`src/rtl/gpr_bank_if.sv`:
```
// Bus bundle for gpr_bank: read ports, write port, overflow flag controls and the debug dump stream.
// The master side drives addresses, write data and dump handshakes; the slave side is the register bank.
interface gpr_bank_if #(
  parameter int WIDTH = 32,
  parameter int AW    = 5,
  parameter int NRD   = 2
);
  logic [NRD*AW-1:0]    raddr;
  logic [NRD*WIDTH-1:0] rdata;
  logic                 we;
  logic [AW-1:0]        waddr;
  logic [WIDTH-1:0]     wdata;
  logic                 ovf_set;
  logic                 ovf_clr;
  logic                 dbg_start;
  logic                 dbg_ready;
  logic                 dbg_valid;
  logic [AW-1:0]        dbg_idx;
  logic [WIDTH-1:0]     dbg_data;
  logic                 dbg_busy;
  logic                 dbg_done;

  modport master (
    output raddr, we, waddr, wdata, ovf_set, ovf_clr, dbg_start, dbg_ready,
    input  rdata, dbg_valid, dbg_idx, dbg_data, dbg_busy, dbg_done
  );

  modport slave (
    input  raddr, we, waddr, wdata, ovf_set, ovf_clr, dbg_start, dbg_ready,
    output rdata, dbg_valid, dbg_idx, dbg_data, dbg_busy, dbg_done
  );
endinterface

```
`src/rtl/gpr_bank.sv`:
```
// MIPS general-purpose register bank: NRD combinational read ports, one write port, sticky
// overflow flag in FLAG_IDX bit 0, and a valid/ready engine that dumps every register in order.
module gpr_bank #(
  parameter int               WIDTH    = 32,
  parameter int               AW       = 5,
  parameter int               NRD      = 2,
  parameter int               BYPASS   = 1,
  parameter int               GP_IDX   = 28,
  parameter logic [WIDTH-1:0] GP_INIT  = WIDTH'(32'h0000_1800),
  parameter int               SP_IDX   = 29,
  parameter logic [WIDTH-1:0] SP_INIT  = WIDTH'(32'h0000_2ffc),
  parameter int               FLAG_IDX = 30
) (
  input  logic        clk,
  input  logic        rst,
  gpr_bank_if.slave   gpr_if
);

  localparam int DEPTH = 1 << AW;

  typedef enum logic [1:0] {IDLE, SEND, DONE} state_e;

  logic [WIDTH-1:0]     regs_q [DEPTH];
  logic [WIDTH-1:0]     regs_d [DEPTH];
  logic [NRD*WIDTH-1:0] rdata_w;

  state_e               state_q;
  logic [AW-1:0]        dbg_idx_q;
  logic                 dbg_valid_q;
  logic                 dbg_busy_q;
  logic                 dbg_done_q;

  function automatic logic [WIDTH-1:0] reset_value(input int idx);
    if (idx == GP_IDX) return GP_INIT;
    if (idx == SP_IDX) return SP_INIT;
    return '0;
  endfunction

  // Next value per register: write first, then the flag bit overrides in set > clr > hold order.
  generate
    for (genvar gi = 0; gi < DEPTH; gi++) begin : g_next
      if (gi == 0) begin : g_zero
        assign regs_d[gi] = '0;
      end else begin : g_wr
        logic [WIDTH-1:0] wv;
        assign wv = (gpr_if.we && gpr_if.waddr == AW'(gi)) ? gpr_if.wdata : regs_q[gi];
        if (gi == FLAG_IDX) begin : g_flag
          assign regs_d[gi] = {wv[WIDTH-1:1], gpr_if.ovf_set | (~gpr_if.ovf_clr & wv[0])};
        end else begin : g_plain
          assign regs_d[gi] = wv;
        end
      end
    end
  endgenerate

  always_ff @(posedge clk or posedge rst) begin
    if (rst) begin
      for (int i = 0; i < DEPTH; i++) regs_q[i] <= reset_value(i);
    end else begin
      for (int i = 0; i < DEPTH; i++) regs_q[i] <= regs_d[i];
    end
  end

  // Bypass forwards wdata for the register being written; address 0 always reads as zero.
  generate
    for (genvar gi = 0; gi < NRD; gi++) begin : g_rd
      logic [AW-1:0]    ra;
      logic [WIDTH-1:0] byp;
      assign ra  = gpr_if.raddr[gi*AW +: AW];
      assign byp = {gpr_if.wdata[WIDTH-1:1],
                    gpr_if.wdata[0] | (gpr_if.ovf_set && ra == AW'(FLAG_IDX))};
      assign rdata_w[gi*WIDTH +: WIDTH] =
          (ra == '0) ? '0 :
          ((BYPASS != 0) && gpr_if.we && gpr_if.waddr == ra) ? byp : regs_q[ra];
    end
  endgenerate

  assign gpr_if.rdata = rdata_w;

  always_ff @(posedge clk or posedge rst) begin
    if (rst) begin
      state_q     <= IDLE;
      dbg_idx_q   <= '0;
      dbg_valid_q <= 1'b0;
      dbg_busy_q  <= 1'b0;
      dbg_done_q  <= 1'b0;
    end else begin
      case (state_q)
        IDLE: begin
          dbg_done_q <= 1'b0;
          if (gpr_if.dbg_start) begin
            state_q     <= SEND;
            dbg_idx_q   <= '0;
            dbg_valid_q <= 1'b1;
            dbg_busy_q  <= 1'b1;
          end
        end
        SEND: begin
          if (gpr_if.dbg_ready) begin
            if (dbg_idx_q == AW'(DEPTH - 1)) begin
              state_q     <= DONE;
              dbg_valid_q <= 1'b0;
              dbg_done_q  <= 1'b1;
            end else begin
              dbg_idx_q <= dbg_idx_q + AW'(1);
            end
          end
        end
        DONE: begin
          state_q     <= IDLE;
          dbg_done_q  <= 1'b0;
          dbg_busy_q  <= 1'b0;
          dbg_idx_q   <= '0;
        end
        default: begin
          state_q     <= IDLE;
          dbg_idx_q   <= '0;
          dbg_valid_q <= 1'b0;
          dbg_busy_q  <= 1'b0;
          dbg_done_q  <= 1'b0;
        end
      endcase
    end
  end

  // Dump data is the live stored value, so a write to the word on offer shows up while stalled.
  assign gpr_if.dbg_data  = regs_q[dbg_idx_q];
  assign gpr_if.dbg_idx   = dbg_idx_q;
  assign gpr_if.dbg_valid = dbg_valid_q;
  assign gpr_if.dbg_busy  = dbg_busy_q;
  assign gpr_if.dbg_done  = dbg_done_q;

endmodule

```
`src/flat_wrapper.sv`:
```
// flat-port wrapper written by rule: the top's interface ports become plain ports
module gpr_bank_flat 
#(
  parameter int               WIDTH    = 32,
  parameter int               AW       = 5,
  parameter int               NRD      = 2,
  parameter int               BYPASS   = 1,
  parameter int               GP_IDX   = 28,
  parameter logic [WIDTH-1:0] GP_INIT  = WIDTH'(32'h0000_1800),
  parameter int               SP_IDX   = 29,
  parameter logic [WIDTH-1:0] SP_INIT  = WIDTH'(32'h0000_2ffc),
  parameter int               FLAG_IDX = 30
)
  (clk, rst, gpr_if_raddr, gpr_if_we, gpr_if_waddr, gpr_if_wdata, gpr_if_ovf_set, gpr_if_ovf_clr, gpr_if_dbg_start, gpr_if_dbg_ready, gpr_if_rdata, gpr_if_dbg_valid, gpr_if_dbg_idx, gpr_if_dbg_data, gpr_if_dbg_busy, gpr_if_dbg_done);
  gpr_bank_if #(.WIDTH(WIDTH), .AW(AW), .NRD(NRD)) gpr_if_i ();
  input  logic clk;
  input  logic rst;
  input wire logic [$bits(gpr_if_i.raddr)-1:0] gpr_if_raddr;
  input wire logic [$bits(gpr_if_i.we)-1:0] gpr_if_we;
  input wire logic [$bits(gpr_if_i.waddr)-1:0] gpr_if_waddr;
  input wire logic [$bits(gpr_if_i.wdata)-1:0] gpr_if_wdata;
  input wire logic [$bits(gpr_if_i.ovf_set)-1:0] gpr_if_ovf_set;
  input wire logic [$bits(gpr_if_i.ovf_clr)-1:0] gpr_if_ovf_clr;
  input wire logic [$bits(gpr_if_i.dbg_start)-1:0] gpr_if_dbg_start;
  input wire logic [$bits(gpr_if_i.dbg_ready)-1:0] gpr_if_dbg_ready;
  output wire logic [$bits(gpr_if_i.rdata)-1:0] gpr_if_rdata;
  output wire logic [$bits(gpr_if_i.dbg_valid)-1:0] gpr_if_dbg_valid;
  output wire logic [$bits(gpr_if_i.dbg_idx)-1:0] gpr_if_dbg_idx;
  output wire logic [$bits(gpr_if_i.dbg_data)-1:0] gpr_if_dbg_data;
  output wire logic [$bits(gpr_if_i.dbg_busy)-1:0] gpr_if_dbg_busy;
  output wire logic [$bits(gpr_if_i.dbg_done)-1:0] gpr_if_dbg_done;
  assign gpr_if_i.raddr = gpr_if_raddr;
  assign gpr_if_i.we = gpr_if_we;
  assign gpr_if_i.waddr = gpr_if_waddr;
  assign gpr_if_i.wdata = gpr_if_wdata;
  assign gpr_if_i.ovf_set = gpr_if_ovf_set;
  assign gpr_if_i.ovf_clr = gpr_if_ovf_clr;
  assign gpr_if_i.dbg_start = gpr_if_dbg_start;
  assign gpr_if_i.dbg_ready = gpr_if_dbg_ready;
  assign gpr_if_rdata = gpr_if_i.rdata;
  assign gpr_if_dbg_valid = gpr_if_i.dbg_valid;
  assign gpr_if_dbg_idx = gpr_if_i.dbg_idx;
  assign gpr_if_dbg_data = gpr_if_i.dbg_data;
  assign gpr_if_dbg_busy = gpr_if_i.dbg_busy;
  assign gpr_if_dbg_done = gpr_if_i.dbg_done;
  gpr_bank #(.WIDTH(WIDTH), .AW(AW), .NRD(NRD), .BYPASS(BYPASS), .GP_IDX(GP_IDX), .GP_INIT(GP_INIT), .SP_IDX(SP_IDX), .SP_INIT(SP_INIT), .FLAG_IDX(FLAG_IDX)) u_core (.clk(clk), .rst(rst), .gpr_if(gpr_if_i));
endmodule
```
`config.mk`:
```
export PLATFORM = sky130hd
export DESIGN_NAME = gpr_bank_flat
export DESIGN_NICKNAME = d
export VERILOG_FILES = /design/src/rtl/gpr_bank_if.sv /design/src/rtl/gpr_bank.sv /design/src/flat_wrapper.sv
export SDC_FILE = /design/constraint.sdc
export NUM_CORES = 2
export LEC_CHECK = 0
export BUFFER_PORTS_ARGS = -buffer_cell sky130_fd_sc_hd__clkbuf_2
export CELL_PAD_IN_SITES_DETAIL_PLACEMENT = 1
export CELL_PAD_IN_SITES_GLOBAL_PLACEMENT = 1
export CORE_MARGIN = 1.5
export CORE_UTILIZATION = 50
export CTS_CLUSTER_DIAMETER = 120
export DETAILED_ROUTE_END_ITERATION = 10
export PLACE_DENSITY_LB_ADDON = 0.1
export SYNTH_ARGS = -nofsm -noshare
export SYNTH_HDL_FRONTEND = slang
export SYNTH_SLANG_ARGS = --single-unit
export TNS_END_PERCENT = 20
```
`constraint.sdc`:
```
create_clock -name clk -period 32.3 [get_ports clk]
set_input_delay 1.615 -clock clk [delete_from_list [all_inputs] [get_ports clk]]
set_output_delay 1.615 -clock clk [all_outputs]
set_load 0.05 [all_outputs]
```
==> reports/metrics.cfg <==
[grt]
grt_usage_pct = 37.88
grt_max_degree = 154
antenna_found_initial = 5
overflow = 0
grt_pass1_wl_um = 341700
first_global_vias = 45310

[detailed_routing]
vias = 44300
ant_nets = 0
detail_route.vias_per_cell = 7.529
post_drt_wl_per_cell_um = 40.04
wl_um = 235600
dr.first_iter.drc_count = 5088
drc = 0
dr.pass1.iters = 6

[synthesis]
synth_edf_count = 0
ys_async_sr_fraction_pct = 100.0
yosysSeqAreaShare_pct = 40.58
synth_ff_type = dfrtp_1
syn_nets = 4346
ys_ff_latch = 1002
syn_inst = 4290
ys_types = 57
synth.yosys.warnings = 0
synth_area_mm2 = 0.06183
syn_area_per_cell_um2 = 14.41

[min_path]
hold_depth = 2
min_from = u_core.gpr_if.dbg_done
hold_path.class = flip-flop to flip-flop
min_to = u_core.gpr_if.dbg_done

[die]
io_pins = 158
core_region_area_mm2 = 0.1222
start_util_pct = 50.59
die-area_mm2 = 0.1258
die_width_um = 354.6
core.rowCount = 128
dieHeight_um = 354.6

[critical_path]
reg2reg_to = u_core.gpr_if.dbg_idx[4]
rrSetupSlack_ps = 29530
worstSetupStartpointType = input port
cp_max_fo = 63
cp-end-kind = primary output
crit_type = input port to primary output
required_ps = 30680
arrival_ps = 5720
ff2ff_path_depth = 7
timing.rr.start = u_core.gpr_if.dbg_idx[1]

[sta]
slew_viol_final = 0
setup_violations = 0
finalCritPeriodShare_pct = 22.71
slew_headroom_pct = 11.38
rsz0062_at_grt = false
holdWs_ps = 492.5
clock.fmax_mhz = 136.3
worst-slew-pin-transition_ps = 1327
hold_viol_final = 0
final.min_clock_period_ps = 7335
tns_ps = 0
skew_ps = 24.62

[clock_tree]
cts_buffers = 115
cts-htree-levels = 3
postCtsHoldBufs = 0
postCtsSetupRepairBufs = 0
clk_path_buf_depth = 3
clock_sinks = 1002
cts_tree = built
clkTransAtPathRegs_ps = 60
root_buffer = clkbuf_16
cts.repair.resized = 0
clock_latency_ps = 750

[final_layout]
syn2layout_area_growth_pct = 9.392
drive_gt1_share_pct = 53.68
design_area_mm2 = 0.06763
fin_cells = 5884
n_fill_cell = 11460
fin_nets = 4208

[pwr]
cellLeakagePower_nw = 28.10
ir_drop_uv = 100.1
power_mw = 5.162
power_density_mw_per_mm2 = 76.33

[place]
place_inst = 5660
io_buffers = 157
gp_congestion = 0.8179
dp_hpwl_um = 125200
post_dp_cell_area_mm2 = 0.06365

[job]
drv_cap = 0

[status]
outcome = complete, no violations

[worst max-delay path by stage]
stage                          startpoint                     end  slack, ps  cells after the start
final                     gpr_if_raddr[1]        gpr_if_rdata[25]      24970                      8
after global routing      gpr_if_raddr[0]         gpr_if_rdata[6]      24830                      9
after CTS                 gpr_if_raddr[0]         gpr_if_rdata[7]      25040                      9
after detailed placement  gpr_if_raddr[0]         gpr_if_rdata[7]      25060                      9
after global placement    gpr_if_raddr[0]         gpr_if_rdata[7]      25040                      9
after floorplan                       rst  u_core.gpr_if.dbg_busy       2510                      1
[metrics by stage]
step / worst slack [ps] / utilization (%)
after floorplan: 2514 / -
after global placement: 25040 / 52.09
after detailed placement: 25060 / 52.09
after CTS: 25040 / 55.33
after global routing: 24830 / 55.33
final: 24970 / 55.35
[cells in the mapped netlist, types with 31 or more instances]
| cell type | number | area share, % |
|---|---|---|
| a21oi_1 | 33 | 0.27 |
| a22o_1 | 76 | 1.1 |
| a22oi_1 | 110 | 1.3 |
| a32o_1 | 31 | 0.50 |
| buf_1 | 52 | 0.32 |
| buf_2 | 123 | 1.0 |
| clkbuf_1 | 306 | 1.9 |
| dfrtp_1 | 989 | 40 |
| mux2_2 | 1099 | 20 |
| mux2i_1 | 157 | 2.5 |
| mux4_2 | 660 | 24 |
| nand2_1 | 68 | 0.41 |
| nand3_1 | 35 | 0.28 |
| nor2_1 | 89 | 0.54 |
| o21ai_0 | 61 | 0.49 |
| o22ai_1 | 62 | 0.63 |
[report_power, final]
part | internal (mW) | switching, mW | total (mW)
logic | 0.969 | 0.991 | 1.96
registers | 1.51 | 0.311 | 1.82
clock network | 0.810 | 0.573 | 1.38
total | 3.29 | 1.88 | 5.16
[area by class of cell]
class | count | area, um2 | share of cell area (%)
inverters | 8 | 37.54 | 0.05550
well taps | 1625 | 2033 | 3.006
clock inverters | 57 | 618.1 | 0.9139
clock buffers | 161 | 3352 | 4.956
flip-flops and latches | 1002 | 25110 | 37.13
repair buffers | 248 | 1579 | 2.335
multi-input cells | 2777 | 34890 | 51.59
diodes | 6 | 15.01 | 0.02220
[critical path, cell delays in order]
cell,delay (ps)
buf_8,530
buf_4,790
buf_4,730
mux4_2,350
nor2_1,50
or4b_1,560
a21oi_1,610
clkbuf_2,400
[state kept, by name, indices dropped and copies added (netlist names)]
register	flops
u_core.regs_q	992
u_core.gpr_if.dbg_idx	5
u_core.state_q	2
u_core.gpr_if.dbg_busy	1
u_core.gpr_if.dbg_done	1
u_core.gpr_if.dbg_valid	1
[cells in the final DEF (no fill, tap or decap), types with 6 or more instances in the layout]
cell        count
o311ai_0       16
nand2_4         8
nor2_4         15
a22oi_1       110
nand2_1        56
mux2_2       1099
nor2b_1        11
nor4_1         12
a221o_1        16
clkinvlp_4      8
bufinv_16      11
a32o_1         31
buf_4          89
nor3_1          6
mux4_2        660
o221ai_1       16
o22ai_1        62
clkbuf_8       28
nand3b_1       30
clkbuf_1       17
nand3_1        35
dfrtp_1       984
dfstp_2        13
nor2_1         74
o31ai_1        15
a22o_1         76
mux2i_1       157
o2bb2ai_1      29
clkbuf_16     116
clkinv_2       30
o22a_1         15
o21ai_0        61
clkbuf_2      150
diode_2         6
a211oi_1       20
nor2b_4         9
a31oi_1        21
o32a_1         12
xnor2_1         8
a21oi_1        33
[kinds of logic after synthesis]
logic type,after synthesis,share of synthesized area (%)
multiplexers,1920,46.67
AO/OA/AOI/OAI,546,6.650
flip-flops,1002,40.58
adder cells (fa/ha/maj),2,0.04047
buffers and inverters,511,3.515
AND/OR/NAND/NOR,298,2.382
XOR/XNOR,11,0.1558
[per-layer routing]
| metal | vias up | GRT usage [%] | share of wire [%] |
|---|---|---|---|
| li1 | 16920 | - | - |
| met3 | 579 | 8.802 | 10 |
| met2 | 2505 | 56.23 | 45 |
| met4 | 4 | 16.21 | 4.5 |
| met5 | - | 0 | 0.0093 |
| met1 | 24290 | 53.65 | 40 |
(Power assumes the default switching activity.)
